<file path="config.mk">
export PLATFORM = sky130hd
export DESIGN_NAME = frame_writer
export DESIGN_NICKNAME = d
export VERILOG_FILES = /design/src/rtl/frame_pkg.sv /design/src/rtl/edge_detect.sv /design/src/rtl/frame_writer.sv
export SDC_FILE = /design/constraint.sdc
export NUM_CORES = 1
export LEC_CHECK = 0
export BUFFER_PORTS_ARGS = -buffer_cell sky130_fd_sc_hd__buf_2
export CORE_ASPECT_RATIO = 0.9
export CORE_MARGIN = 1
export CORE_UTILIZATION = 55
export DETAILED_ROUTE_END_ITERATION = 6
export GPL_ROUTABILITY_DRIVEN = 0
export PLACE_DENSITY = 0.75
export SLEW_MARGIN = 30
export SYNTH_ARGS = -nofsm -noshare
export SYNTH_HDL_FRONTEND = slang
export SYNTH_SLANG_ARGS = --single-unit
export TNS_END_PERCENT = 50
</file>
<file path="constraint.sdc">
create_clock -name clk -period 4.98 [get_ports clk]
set_input_delay 0.747 -clock clk [delete_from_list [all_inputs] [get_ports clk]]
set_output_delay 0.747 -clock clk [all_outputs]
set_load 0.03 [all_outputs]
</file>
<file path="src/rtl/frame_pkg.sv">
`default_nettype none
// ----------------------------------------------------------------------------
// frame_pkg : shared state encoding and default geometry for frame_writer. Rev 1.0
// ----------------------------------------------------------------------------
package frame_pkg;

  typedef enum logic [1:0] {
    IDLE    = 2'd0,
    CAPTURE = 2'd1,
    DONE    = 2'd2
  } state_t;

  localparam int DEF_H_PIXELS = 320;
  localparam int DEF_V_LINES  = 240;
  localparam int DEF_ADDR_W   = 17;

endpackage
`default_nettype wire

</file>
<file path="src/rtl/edge_detect.sv">
`default_nettype none
// ----------------------------------------------------------------------------
// edge_detect : registers a level and flags its rising/falling transitions. Rev 1.0
// ----------------------------------------------------------------------------
module edge_detect (
  input  logic clk,
  input  logic reset,
  input  logic sig,
  output logic rise,
  output logic fall
);

  logic sig_q;
  logic sig_d;

  always_comb begin
    sig_d = sig;
  end

  always_ff @(posedge clk) begin
    if (reset) begin
      sig_q <= 1'b0;
    end else begin
      sig_q <= sig_d;
    end
  end

  assign rise = sig & ~sig_q;
  assign fall = ~sig & sig_q;

endmodule
`default_nettype wire

</file>
<file path="src/rtl/frame_writer.sv">
`default_nettype none
// ----------------------------------------------------------------------------
// frame_writer : packs RGB565 camera bytes into pixels and writes one frame. Rev 1.0
// ----------------------------------------------------------------------------
module frame_writer
  import frame_pkg::*;
#(
  parameter int H_PIXELS = DEF_H_PIXELS,
  parameter int V_LINES  = DEF_V_LINES,
  parameter int ADDR_W   = DEF_ADDR_W
) (
  input  logic              clk,
  input  logic              reset,
  input  logic              latch,
  input  logic              href,
  input  logic              byte_valid,
  input  logic [7:0]        din,
  output logic              wr_en,
  output logic [ADDR_W-1:0] wr_addr,
  output logic [15:0]       wr_data,
  output logic              frame_done,
  output logic [ADDR_W-1:0] pixel_count,
  output logic              overflow
);

  localparam int COL_W        = $clog2(H_PIXELS + 1);
  localparam int LINE_W       = $clog2(V_LINES + 1);
  localparam int FRAME_PIXELS = H_PIXELS * V_LINES;
  localparam logic [ADDR_W-1:0] MAX_COUNT =
    (FRAME_PIXELS >= (1 << ADDR_W)) ? {ADDR_W{1'b1}} : ADDR_W'(FRAME_PIXELS);

  logic latch_rise, latch_fall;
  logic href_rise, href_fall;

  edge_detect u_latch_edge (
    .clk   (clk),
    .reset (reset),
    .sig   (latch),
    .rise  (latch_rise),
    .fall  (latch_fall)
  );

  edge_detect u_href_edge (
    .clk   (clk),
    .reset (reset),
    .sig   (href),
    .rise  (href_rise),
    .fall  (href_fall)
  );

  state_t              state_q, state_d;
  logic                armed_q, armed_d;
  logic                phase_q, phase_d;
  logic [7:0]          hi_q, hi_d;
  logic [COL_W-1:0]    col_q, col_d;
  logic [LINE_W-1:0]   line_q, line_d;
  logic [ADDR_W-1:0]   base_q, base_d;
  logic [ADDR_W-1:0]   count_q, count_d;
  logic                overflow_q, overflow_d;
  logic                wr_en_q, wr_en_d;
  logic [ADDR_W-1:0]   wr_addr_q, wr_addr_d;
  logic [15:0]         wr_data_q, wr_data_d;

  logic in_capture;
  logic phase_now;
  logic accept;

  always_comb begin
    state_d    = state_q;
    armed_d    = armed_q | ~latch;
    phase_d    = phase_q;
    hi_d       = hi_q;
    col_d      = col_q;
    line_d     = line_q;
    base_d     = base_q;
    count_d    = count_q;
    overflow_d = overflow_q;
    wr_en_d    = 1'b0;
    wr_addr_d  = wr_addr_q;
    wr_data_d  = wr_data_q;

    in_capture = (state_q == CAPTURE);
    phase_now  = href_rise ? 1'b0 : phase_q;
    // The closing byte of a pixel still lands on the cycle latch drops.
    accept     = in_capture && href && byte_valid &&
                 (latch || (latch_fall && phase_now));

    case (state_q)
      IDLE: begin
        // armed_q blocks a latch that was already high when reset released.
        if (latch_rise && armed_q) begin
          state_d    = CAPTURE;
          phase_d    = 1'b0;
          col_d      = '0;
          line_d     = '0;
          base_d     = '0;
          count_d    = '0;
          overflow_d = 1'b0;
        end
      end
      CAPTURE: begin
        if (latch_fall) begin
          state_d = DONE;
        end
      end
      DONE: begin
        state_d = IDLE;
      end
      default: begin
        state_d = IDLE;
      end
    endcase

    if (in_capture && href_rise) begin
      phase_d = 1'b0;
    end

    if (accept) begin
      if (!phase_now) begin
        hi_d    = din;
        phase_d = 1'b1;
      end else begin
        phase_d = 1'b0;
        if ((col_q < COL_W'(H_PIXELS)) && (line_q < LINE_W'(V_LINES))) begin
          wr_en_d   = 1'b1;
          wr_addr_d = base_q + ADDR_W'(col_q);
          wr_data_d = {hi_q, din};
          if (count_q != MAX_COUNT) begin
            count_d = count_q + ADDR_W'(1);
          end
        end else begin
          overflow_d = 1'b1;
        end
        if (col_q < COL_W'(H_PIXELS)) begin
          col_d = col_q + COL_W'(1);
        end
      end
    end

    // A line closes only if it produced at least one pixel; a lone odd byte is dropped.
    if (in_capture && href_fall) begin
      phase_d = 1'b0;
      if (col_q != '0) begin
        col_d = '0;
        if (line_q < LINE_W'(V_LINES)) begin
          line_d = line_q + LINE_W'(1);
          base_d = base_q + ADDR_W'(H_PIXELS);
        end
      end
    end
  end

  always_ff @(posedge clk) begin
    if (reset) begin
      state_q    <= IDLE;
      armed_q    <= 1'b0;
      phase_q    <= 1'b0;
      hi_q       <= '0;
      col_q      <= '0;
      line_q     <= '0;
      base_q     <= '0;
      count_q    <= '0;
      overflow_q <= 1'b0;
      wr_en_q    <= 1'b0;
      wr_addr_q  <= '0;
      wr_data_q  <= '0;
    end else begin
      state_q    <= state_d;
      armed_q    <= armed_d;
      phase_q    <= phase_d;
      hi_q       <= hi_d;
      col_q      <= col_d;
      line_q     <= line_d;
      base_q     <= base_d;
      count_q    <= count_d;
      overflow_q <= overflow_d;
      wr_en_q    <= wr_en_d;
      wr_addr_q  <= wr_addr_d;
      wr_data_q  <= wr_data_d;
    end
  end

  assign wr_en       = wr_en_q;
  assign wr_addr     = wr_addr_q;
  assign wr_data     = wr_data_q;
  assign frame_done  = (state_q == DONE);
  assign pixel_count = count_q;
  assign overflow    = overflow_q;

endmodule
`default_nettype wire

</file>
# Yosys cells after proc, flatten, opt, wreduce, memory -nomap -nowiden
# Index checks and enable logic that the tools add are counted.
dict set report word_totals {
  register_bits 100
  output_inout_bits 53
  word_cells 94
}
dict set report classes {
  add_sub_neg 5
  order_cmp 2
  eq_ne 5
  n_mux 38
  bitwise 11
  reduce_logical 19
}
# cell count
set op_table {}
lappend op_table {{two-way mux 17 bit} 11}
lappend op_table {{two-way mux 9 bit} 7}
lappend op_table {{two-way mux 8 bit} 5}
lappend op_table {{adder 17 x 1 -> 17 bit (second input constant)} 1}
lappend op_table {{adder 17 x 9 -> 17 bit} 1}
lappend op_table {{adder 17 x 9 -> 17 bit (second input constant)} 1}
lappend op_table {{inequality test 17 bit (second input constant)} 1}
lappend op_table {{two-way mux 1 bit} 12}
lappend op_table {{adder 9 x 1 -> 9 bit (second input constant)} 1}
lappend op_table {{less-than comparator 9 bit (second input constant)} 1}
lappend op_table {{nonzero test 9 bit} 1}
lappend op_table {{adder 8 x 1 -> 8 bit (second input constant)} 1}
lappend op_table {{logical AND 1 bit} 8}
lappend op_table {{less-than comparator 8 bit (second input constant)} 1}
lappend op_table {{inverter 1 bit} 6}
lappend op_table {{AND reduction 2 bit} 3}
lappend op_table {{nonzero test 3 bit} 2}
lappend op_table {{bitwise AND 1 bit} 4}
lappend op_table {{two-way mux 2 bit} 2}
lappend op_table {{inequality test 2 bit (second input constant)} 2}
lappend op_table {{one-hot mux 2 bit (2 select lines)} 1}
lappend op_table {{AND reduction 3 bit} 1}
lappend op_table {{OR reduction 3 bit} 1}
lappend op_table {{equality test 2 x 1 -> 1 bit (second input constant)} 1}
lappend op_table {{5 further kinds} 5}

# Logic depth before layout (Yosys ltp)
# Gate-level depths: netlist of the first run.
dict set report depth {
  depth_word 10
  ltp_mapped 8
  ltp_nobuf 7
}

# By module
# From an unflattened synthesis of the first run, not the netlist that was laid out.
dict set report hier_totals {
  cells_unflattened 578
  area_unflattened_um2 4822.1
}
# mod instances cells_per_inst area_per_inst_um2
set modules_own_cells {}
lappend modules_own_cells {frame_writer 1 570 4744.6}
lappend modules_own_cells {edge_detect 2 4 38.8}

# Worst setup path before layout of the first run
# Ideal clock, no wire load.
dict set report synth_timing {
  kind {register to register}
  start {register count_q[0], in the netlist pixel_count[0]}
  end {register count_q[3], in the netlist pixel_count[3]}
  arrival_ps 2182
  slack_ps 2711
  stages_incl_launch_ff 9
  period_less_slack_ps 2269
  cell_sequence {dfxtp_1 inv_1 ha_1 or4b_1 or4_4 o21ai_4 buf_6 nand3_1 o31ai_1}
}
dict set report synth_between {
  elab_chain_len 5
  word_cells_on_any_way 6
}
# item line
set synth_rtl {}
lappend synth_rtl {{from (decl)} frame_writer.sv:58} ;# logic [ADDR_W-1:0] count_q, count_d;
lappend synth_rtl {{from (signal assigned)} frame_writer.sv:175} ;# count_q <= count_d;
lappend synth_rtl {{adder 17 x 1 -> 17 bit or inequality test 17 bit (tied branches)} {frame_writer.sv:129, frame_writer.sv:128}}
lappend synth_rtl {{two-way mux 17 bit *} frame_writer.sv:128} ;# if (count_q != MAX_COUNT) begin
lappend synth_rtl {{two-way mux 17 bit *} frame_writer.sv:124} ;# if ((col_q < COL_W'(H_PIXELS)) && (line_q < LINE_W'(V_LINES))) begin
lappend synth_rtl {{two-way mux 17 bit *} frame_writer.sv:119} ;# if (!phase_now) begin
lappend synth_rtl {{two-way mux 17 bit *} frame_writer.sv:118} ;# if (accept) begin
# Every way passes the cells marked *; elsewhere a longest branch is shown, timed or not.
# A chain may end at the register's enable or synchronous reset.

# Worst setup path in the final report of the first run
dict set report layout_timing {
  start {register count_q[0], in the netlist pixel_count[0]}
  end {register count_q[15], in the netlist pixel_count[15]}
}
# The elaborated chain is that of the path after synthesis.

==> results of run 1 <==
-- routing by layer --
metal  up-vias  part of all wire  GRT usage
met5         -                 0          0
met4         0            0.0077     0.0568
met3         7             0.041     0.0550
met2        93              0.47      0.388
met1      1903              0.48      0.322
li1       2119                 -          -
-- worst register-to-register path, stage by stage (launching register included) --
cell and delay (ps):
sky130_fd_sc_hd__dfxtp_1 380, sky130_fd_sc_hd__inv_1 120, sky130_fd_sc_hd__ha_1 140, sky130_fd_sc_hd__or4b_1 510, sky130_fd_sc_hd__or4_4 590, sky130_fd_sc_hd__o21ai_4 380
sky130_fd_sc_hd__or4_1 190, sky130_fd_sc_hd__a21oi_1 60
-- power groups by stage --
stage / registers (uW) / logic [uW] / clock network, uW
after floorplan: 822 / 23.3 / 0
after global placement: 822 / 35.5 / 0
after detailed placement: 822 / 36.3 / 0
after CTS: 804 / 36.5 / 536
after global routing: 804 / 39.6 / 567
final: 804 / 36.0 / 521
-- placed cells by master, fill, tap and decap left out, drive strengths merged, types with 7 or more instances in the layout --
cell / count
clkbuf: 10
mux2i: 12
nand4: 15
or4: 8
nor2: 49
nand3b: 7
nor3: 17
ha: 15
dfxtp: 100
and3: 8
or3: 10
nand3: 31
a211oi: 15
xor2: 9
o21ai: 12
inv: 10
buf: 69
and2: 9
a21oi: 36
nand2: 75
xnor2: 18
o31ai: 9
-- cell type report --
| class | count | area [um2] |
|---|---|---|
| multi-input combinational | 422 | 2650 |
| clock buffer | 10 | 128 |
| timing repair buffer | 69 | 355 |
| fill | 748 | 2880 |
| sequential | 100 | 2000 |
| tap | 115 | 144 |
| inverter | 8 | 30.0 |
| clock inverter | 6 | 72.6 |
-- worst max path at each step --
stage | start | slack [ps] | depth (start not counted) | to
floorplan | pixel_count[0]$_SDFF_PP0_ | 2710 | 8 | pixel_count[3]$_SDFF_PP0_
global placement | latch | 2180 | 7 | pixel_count[13]$_SDFF_PP0_
detailed placement | latch | 2110 | 7 | pixel_count[13]$_SDFF_PP0_
CTS | pixel_count[0]$_SDFF_PP0_ | 2480 | 7 | pixel_count[15]$_SDFF_PP0_
global route | col_q[7]$_SDFF_PP0_ | 2320 | 6 | pixel_count[13]$_SDFF_PP0_
finish | pixel_count[0]$_SDFF_PP0_ | 2460 | 7 | pixel_count[15]$_SDFF_PP0_
-- stage by stage --
step / hold WS [ps] / util / std cells / total power, uW / setup WS (ps)
global placement: 438 / 0.626 / 714 / 858 / 2180
global route: 482 / 0.651 / 730 / 1410 / 2320
CTS: 460 / 0.650 / 730 / 1380 / 2480
detailed placement: 444 / 0.626 / 714 / 859 / 2110
floorplan: 430 / - / 558 / 845 / 2710
finish: 457 / 0.651 / 730 / 1360 / 2460
-- sequential cells by signal (all words and copies together), names as in the netlist --
register / cells
base_q: 17
pixel_count: 17
wr_addr: 17
wr_data: 16
col_q: 9
hi_q: 8
line_q: 8
state_q: 2
armed_q: 1
overflow: 1
phase_q: 1
u_href_edge.sig_q: 1
u_latch_edge.sig_q: 1
wr_en: 1
-- logic make-up after synthesis --
kind of cell / Yosys count
and+or+nand+nor: 256
DFF: 100
xor gates and xnor gates: 27
AOI/OAI and AO/OA: 109
muxes: 14
buffers and inverters: 36
adders and majority gates: 16
==> summary by stage, run 1 <==
GRT
The total routing resource utilization after global routing is 0.239. The number of global-route vias before repair is around 3700. Entering global routing, the biggest net connects 51 pins.

The first global-routing pass estimated 17600 um of wire. The initial antenna violation count is 0. The total global routing overflow is 0.

Synth
After synthesis, the largest family of logic cells by area is simple AND/OR/NAND/NOR gates. Of the total synthesized cell area, the portion taken by XOR and XNOR cells is 0.0493. The number of nets in the synthesized netlist is 587.

During synthesis, Yosys emitted a total of 0 warnings. Of the total synthesized cell area, the portion taken by full adders, half adders and majority gates is 0.0433. The largest total area in the synthesized netlist belongs to sky130_fd_sc_hd__dfxtp_1. The mean area per synthesized cell is between 8 and 9 um2. By instance count, the leading cell after synthesis is sky130_fd_sc_hd__dfxtp_1. The count of unique library cells instantiated by Yosys is 66. The complex-gate fraction of the synthesized area is 0.152.

Of the total synthesized cell area, the portion taken by AND, OR, NAND and NOR gates is 0.276. In the post-synthesis netlist, the biggest area contributors are sky130_fd_sc_hd__dfxtp_1 42%, sky130_fd_sc_hd__nand2_1 5.9%, sky130_fd_sc_hd__ha_1 3.9%. The number of flip-flops and latches in the synthesized netlist is 100. For this run, the register share of the synthesized area comes to 0.418. In the synthesized netlist, the number of instances is 558.

Of the post-synthesis cell area, the dominant cell type holds 0.418. Counting flops with a built-in enable in the synthesized netlist gives 0. Of all flip-flops after synthesis, the portion carrying an async set or reset was 0. The commonest cells after synthesis are 100 x sky130_fd_sc_hd__dfxtp_1, 75 x sky130_fd_sc_hd__nand2_1, 49 x sky130_fd_sc_hd__nor2_1. The cell area that synthesis handed to floorplanning was 4790 um2. The share of synthesized area spent on multiplexers is 0.0298. For this run, the leading register cell type out of synthesis is sky130_fd_sc_hd__dfxtp_1.

Pwr
For this design the static power due to leakage is around 0.0021 uW. The maximum vdd ir drop is 0.163 mV. The share of total power dissipated in the clock network is 0.383.

Of the total power, the share spent switching nets is 0.228. Of the total power, combinational logic draws 0.026. The cell area power density is 253 nW/um2.

Internal power comes to 1050 uW. In this run the power spent charging and discharging nets is 310 uW. Of the total power, registers draw 0.591.

Routing
The detailed-router iteration count before antenna repair is 4. In this run the remaining antenna-violating nets after routing total 0. The count of routing violations after the opening detailed-route iteration is 207. Dividing the detail-routed via count by the number of cells gives 5.65.

After detailed routing, the average wire length per cell comes to 14.3 um. The routed layout has 4122 vias. The final layout contains routed wiring with a total length of 10500 um. For this run, design rule violations remaining after detail routing come to 0.

Critical path
Walking the worst path, the cells encountered are inv_1 > ha_1 > or4b_1 > or4_4 > o21ai_4 > or4_1 > a21oi_1. The required time of the worst setup path is 5200 ps. The slowest stage cell on the critical path is sky130_fd_sc_hd__or4_4. The worst flop-to-flop path endpoint is pixel_count[15]$_SDFF_PP0_. In this design, the stage delay of the slowest critical-path cell is ~590 ps. STA classifies the critical path endpoint as a flop. The arrival time reported for the critical path endpoint is 2740 ps. The count of buffer and inverter cells on the critical path is 1. In this run the worst path has a maximum fanout of 16.

The largest delay contributor family on the critical path is simple AND/OR/NAND/NOR gates. The worst setup path is launched from a flop. Measured in cells, the most critical reg-to-reg path has a length of 7. The launch point of the worst reg-to-reg path is pixel_count[0]$_SDFF_PP0_.

The worst register-to-register path has a setup slack of 2460 ps. The path type of the worst setup path is reg2reg.

Clock network
Clock tree synthesis inserted a total of 9 buffers. The buffer type at the clock tree root is sky130_fd_sc_hd__clkbuf_8. The maximum root-to-sink buffer count is 2.

The clock sink count is 100. Clock-pin slew was measured on the worst setup and hold paths at 90 ps. Post-CTS repair changed the size of 0 cells. The number of hold buffers added after CTS was 0. The number of setup buffers added after CTS is 0. The latest clock arrival within the worst-skew pair is 360 ps.

The H-tree depth reported by CTS is 3. The TritonCTS clock tree is done.

Timing
The total count of max-transition violations in the final report is 0. The slew at the pin closest to its max-slew limit is 962 ps. The final hold violation count is 0. For this run, the top clock speed supported by timing is between 300 and 400 MHz. Setup violations remaining at the end of the flow were counted as 0.

Headroom to the max-slew limit came out at 0.357. The clock arrives with between 10 and 15 ps of skew. Of the available clock period, the critical path in the final layout requires 0.505. The minimum clock period is ~2500 ps.

Setup repair after global routing left no endpoint under its margin. The total negative slack is 0 ps.

Layout
In the final layout, the share of cells above drive strength 1 is 0.164. In the final design database the tool counted 639 nets. The area growth from synthesis to layout is 12.2%. The count of inserted antenna diode cells is 0. The finished cells cover about 5400 um2.

Placed design
The HPWL after detailed placement is 7490 um. The placed instances occupy a cell area of 5170 um2. The total of buffers placed on input and output ports is 65.

Worst hold path
The tightest min-delay check is of the reg2reg type. The terminating pin of the worst hold path is wr_data[11]$_SDFFE_PP0P_. The count of cells along the worst hold path is 2.

In this run the most critical hold path is launched from wr_data[11]$_SDFFE_PP0P_.

Die
Pin placement for this block handled 66 I/O pins. The initialized floorplan defines 31 standard-cell rows. In this run the standard cell core region covers ~8300 um2. The area of the die is slightly above 9000 um2.

The x dimension of the die is 100 um. The vertical die dimension is 90.6 um. The starting density of the core is 0.580.

Run
Max-cap violations in this run came to 0.

Run status
The flow ran to the end, and the final reports show no timing, DRC or antenna violations.
Note: power is estimated with default switching activity, not from simulation.
==> inputs of run 2 (changes only) <==
==> constraint.sdc (replaced) <==
create_clock -name clk -period 2.55 [get_ports clk]
set_input_delay 0.3825 -clock clk [delete_from_list [all_inputs] [get_ports clk]]
set_output_delay 0.3825 -clock clk [all_outputs]
set_load 0.03 [all_outputs]
==> summary by stage, run 2 (same netlist as run 1, synthesis figures left out) <==
Run status
The run finished with clean final reports.

Timing
The total count of max-transition violations in the final report was 0 (unchanged). Setup repair after global routing left no endpoint under its margin. The slew at the pin closest to its max-slew limit was 916 ps (-45.2 ps). The number of setup violations in the final report was 0 (unchanged). The total negative slack was 0 ps (unchanged). The fraction of the cycle the final worst path needs is 0.931 (+0.425). The worst-case headroom to the max-slew limit is 0.385 (+0.0276). The maximum clock rate was 421 MHz (+6.0%). The final hold violation count is 0 (unchanged).

The final setup slack of the worst path is 176 ps (-2290 ps). The final setup skew is 8.46 ps (-5.07 ps). The minimum clock period was 2370 ps (-143 ps).

Routing
The remaining antenna violation count after routing is 0 (unchanged). The average wire per standard cell was 14.7 um (+2.8%). The detail-routed via count per cell is 5.72 (+1.3%). The wire length on met1 is 5280 um (+4.6%). The amount of wire on met2 after detailed routing came to 5090 um (+3.8%). The detailed-router iteration count before antenna repair came to 7 (+3). The detailed router used layers up to and including met4. The sum of met3 wire segment lengths after detailed routing came to 479 um (+12%).

The total wire length is 10900 um (+4.5%). The total number of vias came to 4243 (+2.9%). The post-detailed-route DRC marker count came to 0 (unchanged). The count of routing violations after the opening detailed-route iteration is 223 (+7.7%).

Layout
The count of non-filler cells in the finished layout is 742 (+1.6%). The filler cell count is 731 (-2.3%). The leading cell type in the layout, fill and taps excluded is sky130_fd_sc_hd__dfxtp_1. The share of the core filled with cells in the final layout came to 0.662 (+0.0115). The layout cell share with drive strength beyond 1 was 0.179 (+0.0144). The count of inserted antenna diode cells was 0 (unchanged). The synthesis-to-layout area growth is 14.2%. The cell area after layout is 5470 um2 (+1.8%). The final net count came to 651 (+1.9%). The top cell types in the final layout, fill and taps aside, are 100 x sky130_fd_sc_hd__dfxtp_1, 75 x sky130_fd_sc_hd__nand2_1, 65 x sky130_fd_sc_hd__buf_2, 49 x sky130_fd_sc_hd__nor2_1, 36 x sky130_fd_sc_hd__a21oi_1.

Die
The starting density of the core came to 0.580 (unchanged). The row count is 31 (unchanged). The area of the die was 9090 um2 (unchanged).

The vertical die dimension is 90.6 um (unchanged). The standard cell core area is 8260 um2 (unchanged). The x dimension of the die came to 100 um (unchanged).

The I/O pin total came to 66 (unchanged).

Run
The max-capacitance violation count is 0 (unchanged).

Placed design
The worst setup slack after placement came to 113 ps (-1990 ps). The standard cell area after detailed placement was 5230 um2 (+1.1%). The total of buffers placed on input and output ports is 65 (unchanged).

The HPWL after detailed placement was 7620 um (+1.7%). The placed cell count is 722 (+1.1%).

Clock network
The clock-pin slew on the worst setup and hold paths was 100 ps (about the same). The H-tree depth reported by CTS is 3 (unchanged). The latest clock arrival within the worst-skew pair is 370 ps (about the same). The clock sink count is 100 (unchanged). The number of hold-repair buffers added at the cts stage is 0 (unchanged). The maximum root-to-sink buffer count is 2 (unchanged). The buffer type at the clock tree root is sky130_fd_sc_hd__clkbuf_8. The TritonCTS buffer count is 9 (unchanged). The TritonCTS clock tree is done.

Pwr
The cell area power density is 489 nW/um2 (+93%). The static leakage is 0.00219 uW (+2.8%). The maximum vdd ir drop is 0.444 mV (+170%).

GRT
The wire length of the first global-routing pass was 18000 um (+2.4%). The total global routing overflow is 0 (unchanged). The number of global-route vias before repair is 3832 (+3.9%). The maximum number of pins on one net before global-route repair is 44 (-14%).

The initial antenna violation count came to 0 (unchanged). The total routing resource utilization after global routing was 0.247 (+0.00794).

Critical path
The highest fanout seen on the critical path is 15 (-1). The reg-to-reg setup timing slack is 180 ps (-2290 ps). The required time of the worst setup path is 2850 ps (-2350 ps). The worst setup path is captured at a flop. The kind of start point of the critical path is a flop. The critical path is of the reg2reg type. The arrival time reported for the critical path endpoint is 2670 ps (-70 ps).

Worst hold path
In this run the worst hold path is classified as in2reg.
==> run 2: cell count changes in the layout (fill, tap and decap cells not counted) <==
cell / previous run / this run
sky130_fd_sc_hd__buf_4: 4 / 15
sky130_fd_sc_hd__a2111oi_0: 0 / 1
sky130_fd_sc_hd__a2111oi_1: 1 / 0
sky130_fd_sc_hd__a311oi_1: 0 / 1
sky130_fd_sc_hd__a311oi_2: 1 / 0
sky130_fd_sc_hd__buf_12: 0 / 1
==> run 2: path summary, 6_finish.rpt <==
path / start / end / depth (start not counted)
max: pixel_count[0]$_SDFF_PP0_ / pixel_count[1]$_SDFF_PP0_ / 8
min: din[4] / wr_data[4]$_SDFFE_PP0P_ / 3
max reg2reg: pixel_count[0]$_SDFF_PP0_ / pixel_count[1]$_SDFF_PP0_ / 8
min reg2reg: wr_data[5]$_SDFFE_PP0P_ / wr_data[5]$_SDFFE_PP0P_ / 2
==> run 2: where the power goes <==
| part | leakage (uW) | switching (uW) | total, uW | internal [uW] |
|---|---|---|---|---|
| Combinational | 0.00129 | 53.1 | 77.7 | 24.6 |
| Sequential | 0.000806 | 4.35 | 1570 | 1570 |
| Clock | 0.0000975 | 565 | 1030 | 465 |
| Total | 0.00219 | 622 | 2680 | 2050 |
==> run 2: cell type report <==
cell class,instances,area (um2),area share
sequential,100,2000,0.366
timing repair buffer,81,458,0.0837
tap,115,144,0.0263
clock inverter,6,72.6,0.0133
clock buffer,10,128,0.0233
multi-input combinational,422,2640,0.482
inverter,8,30.0,0.00549
==> run 2: timing repair <==
item	4_1_cts	5_1_grt
endpoints found under the hold margin	0	0
setup endpoints to repair	0	5
buffers inserted	0	4
resized for setup	0	0
==> run 2: worst max-delay path, cell delays in order (launching register included) <==
cell                      delay (ps)
sky130_fd_sc_hd__dfxtp_1         370
sky130_fd_sc_hd__inv_1           120
sky130_fd_sc_hd__ha_1            170
sky130_fd_sc_hd__or4b_1          470
sky130_fd_sc_hd__or4_4           580
sky130_fd_sc_hd__o21ai_4         180
sky130_fd_sc_hd__buf_12          150
sky130_fd_sc_hd__nand3_1          80
sky130_fd_sc_hd__a21oi_1         180
==> run 2: routing by layer <==
layer,vias to the layer above,track usage
li1,2143,-
met1,2009,0.329
met2,84,0.406
met3,7,0.0542
met4,0,0.0592
met5,-,0
==> run 2: through the flow <==
step	hold WS (ps)	power, uW
finish	253	2680
floorplan	430	1650
CTS	232	2690
global placement	438	1680
detailed placement	442	1680
global route	231	2770
==> inputs of run 3 (changes only) <==
--- a/config.mk
+++ b/config.mk
@@ -5,10 +5,12 @@
 export SDC_FILE = /design/constraint.sdc
 export NUM_CORES = 1
 export LEC_CHECK = 0
+export ABC_CLOCK_PERIOD_IN_PS = 2550
 export BUFFER_PORTS_ARGS = -buffer_cell sky130_fd_sc_hd__buf_2
 export CORE_ASPECT_RATIO = 0.9
 export CORE_MARGIN = 1
 export CORE_UTILIZATION = 55
+export CTS_BUF_LIST = sky130_fd_sc_hd__clkbuf_8
 export DETAILED_ROUTE_END_ITERATION = 6
 export GPL_ROUTABILITY_DRIVEN = 0
 export PLACE_DENSITY = 0.75
==> summary by stage, run 3 (same netlist as run 1, synthesis figures left out) <==
Timing
Setup repair after global routing left no endpoint under its margin. The minimum clock period is 2370 ps (unchanged). The fraction of the cycle the final worst path needs is 0.931 (unchanged). The maximum clock rate came to 421 MHz (unchanged). The worst-case headroom to the max-slew limit was 0.385 (unchanged). The total count of max-transition violations in the final report was 0 (unchanged). The final hold violation count is 0 (unchanged). The slew at the pin closest to its max-slew limit came to 916 ps (unchanged).

The final setup skew is 8.46 ps (unchanged). The total negative slack was 0 ps (unchanged). The number of setup violations in the final report is 0 (unchanged).

Critical path
The kind of start point of the critical path is a flop. The most critical setup path has its startpoint at pixel_count[0]$_SDFF_PP0_. The arrival time reported for the critical path endpoint was 2670 ps (about the same). The highest fanout seen on the critical path is 15 (unchanged). The maximum single-stage delay on the critical path came to 580 ps (about the same). The depth of the most critical reg-to-reg path is 8 (unchanged). The critical path is of the reg2reg type. The reg-to-reg setup timing slack is 180 ps (about the same). The capturing instance or port of the critical path is pixel_count[1]$_SDFF_PP0_. The slowest stage cell on the critical path is sky130_fd_sc_hd__or4_4. In this run the critical register-to-register path is captured at pixel_count[1]$_SDFF_PP0_.

The required time of the worst setup path is 2850 ps (about the same). The endpoint class of the critical path is a flop. Traced cell by cell, the critical path runs through inv_1 > ha_1 > or4b_1 > or4_4 > o21ai_4 > buf_12 > nand3_1 > a21oi_1. The launch point of the worst reg-to-reg path is pixel_count[0]$_SDFF_PP0_.

Die
The I/O pin total is 66 (unchanged). The standard cell core area was 8260 um2 (unchanged). The vertical die dimension is 90.6 um (unchanged). The row count was 31 (unchanged). The starting density of the core is 0.580 (unchanged). The x dimension of the die is 100 um (unchanged). The area of the die is 9090 um2 (unchanged).

Routing
The total number of vias is 4243 (unchanged). The remaining antenna violation count after routing is 0 (unchanged). The detailed-router iteration count before antenna repair is 7 (unchanged).

The total wire length is 10900 um (unchanged). The post-detailed-route DRC marker count is 0 (unchanged). The count of routing violations after the opening detailed-route iteration came to 223 (unchanged).

The detail-routed via count per cell is 5.72 (unchanged). The average wire per standard cell is 14.7 um (unchanged).

Worst hold path
The count of cells along the worst hold path is 3 (unchanged). In this run the worst hold path is classified as in2reg.

Layout
The count of non-filler cells in the finished layout is 742 (unchanged). The final net count is 651 (unchanged). The filler cell count is 731 (unchanged). In the layout the commonest cells are 100 x sky130_fd_sc_hd__dfxtp_1, 75 x sky130_fd_sc_hd__nand2_1, 65 x sky130_fd_sc_hd__buf_2, 49 x sky130_fd_sc_hd__nor2_1, 36 x sky130_fd_sc_hd__a21oi_1. Leaving out fill and tap cells, the most frequent cell in the layout is sky130_fd_sc_hd__dfxtp_1. The synthesis-to-layout area growth is 14.2% (unchanged). The layout cell share with drive strength beyond 1 came to 0.179 (unchanged). The count of inserted antenna diode cells was 0 (unchanged).

Pwr
The static leakage is 0.00219 uW (+0.19%). The fraction of power consumed by sequential logic is 0.587 (about the same). The part of the power in combinational logic is 0.029 (about the same). The maximum vdd ir drop is 0.444 mV (about the same). The share of power burned in the clock network is 0.384 (about the same). The power dissipated by switching net loads is 623 uW (about the same). The switching part of the total came to 0.233 (+0.000419).

The cell area power density is 488 nW/um2 (-0.14%). The internal cell power came to 2050 uW (-0.19%).

Run
The max-capacitance violation count is 0 (unchanged).

Clock network
The TritonCTS buffer count is 9 (unchanged). The latest clock arrival within the worst-skew pair is 370 ps (about the same). The H-tree depth reported by CTS is 3 (unchanged). The post-cts sizing count is 0 (unchanged).

The clock-pin slew on the worst setup and hold paths is 100 ps (about the same). The buffer type at the clock tree root is sky130_fd_sc_hd__clkbuf_8. TritonCTS built the clock tree. The maximum root-to-sink buffer count is 2 (unchanged). The clock sink count is 100 (unchanged).

Placed design
The placed cell count is 722 (unchanged). The total of buffers placed on input and output ports is 65 (unchanged). The HPWL after detailed placement is 7620 um (unchanged).

GRT
The wire length of the first global-routing pass came to 18000 um (unchanged). The number of global-route vias before repair came to 3832 (unchanged). The total global routing overflow was 0 (unchanged). The total routing resource utilization after global routing is 0.247 (unchanged). The maximum number of pins on one net before global-route repair is 44 (unchanged). The initial antenna violation count is 0 (unchanged).

Run status
The flow ran to the end, and the final reports show no timing, DRC or antenna violations.
[run 3: routing by layer]
| metal | global-route usage | part of all wire | vias to the layer above |
|---|---|---|---|
| met1 | 0.329 | 0.48 | 2009 |
| met5 | 0 | 0 | - |
| met3 | 0.0542 | 0.044 | 7 |
| met2 | 0.406 | 0.47 | 84 |
| li1 | - | - | 2143 |
| met4 | 0.0592 | 0.0070 | 0 |
[run 3: critical path, delay by kind of cell (launching register included)]
family,cells,cell delay [ps]
flops,1,370
simple gates,3,1130
fa+ha+maj,1,170
compound gates,2,360
buf+inv,2,270
[run 3: worst min path at each step]
stage / start / to / slack, ps
global route: latch / armed_q$_SDFF_PP0_ / 230
floorplan: armed_q$_SDFF_PP0_ / armed_q$_SDFF_PP0_ / 430
finish: din[4] / wr_data[4]$_SDFFE_PP0P_ / 250
CTS: latch / armed_q$_SDFF_PP0_ / 230
detailed placement: armed_q$_SDFF_PP0_ / armed_q$_SDFF_PP0_ / 440
global placement: wr_data[0]$_SDFFE_PP0P_ / wr_data[0]$_SDFFE_PP0P_ / 440
[run 3: area by class of cell]
type | count | area (um2) | area share
clock buffers | 9 | 124 | 0.0226
clock inverters | 7 | 76.3 | 0.0139
inverters | 8 | 30.0 | 0.00549
multi-input cells | 422 | 2640 | 0.482
flip-flops and latches | 100 | 2000 | 0.366
well taps | 115 | 144 | 0.0263
repair buffers | 81 | 458 | 0.0837
[run 3: power groups by stage]
stage	registers [uW]	clock network (uW)	logic [uW]
final	1570	1030	77.7
after global routing	1570	1110	84.0
after detailed placement	1610	0	77.4
after floorplan	1600	0	45.6
after global placement	1610	0	75.4
after CTS	1570	1040	77.6
[run 3: timing repair]
action                     in CTS  in global routing
hold buffers                    0                  0
setup endpoints to repair       0                  5
buffers inserted                0                  4
[run 3: through the flow]
step	hold slack [ps]	setup slack (ps)	total power, uW	util	instance area, um2
finish	253	176	2670	0.662	5470
detailed placement	442	113	1680	0.633	5230
global route	231	46.8	2760	0.662	5470
global placement	438	186	1680	0.633	5230
CTS	232	65.2	2690	0.657	5430
floorplan	430	281	1650	-	4790
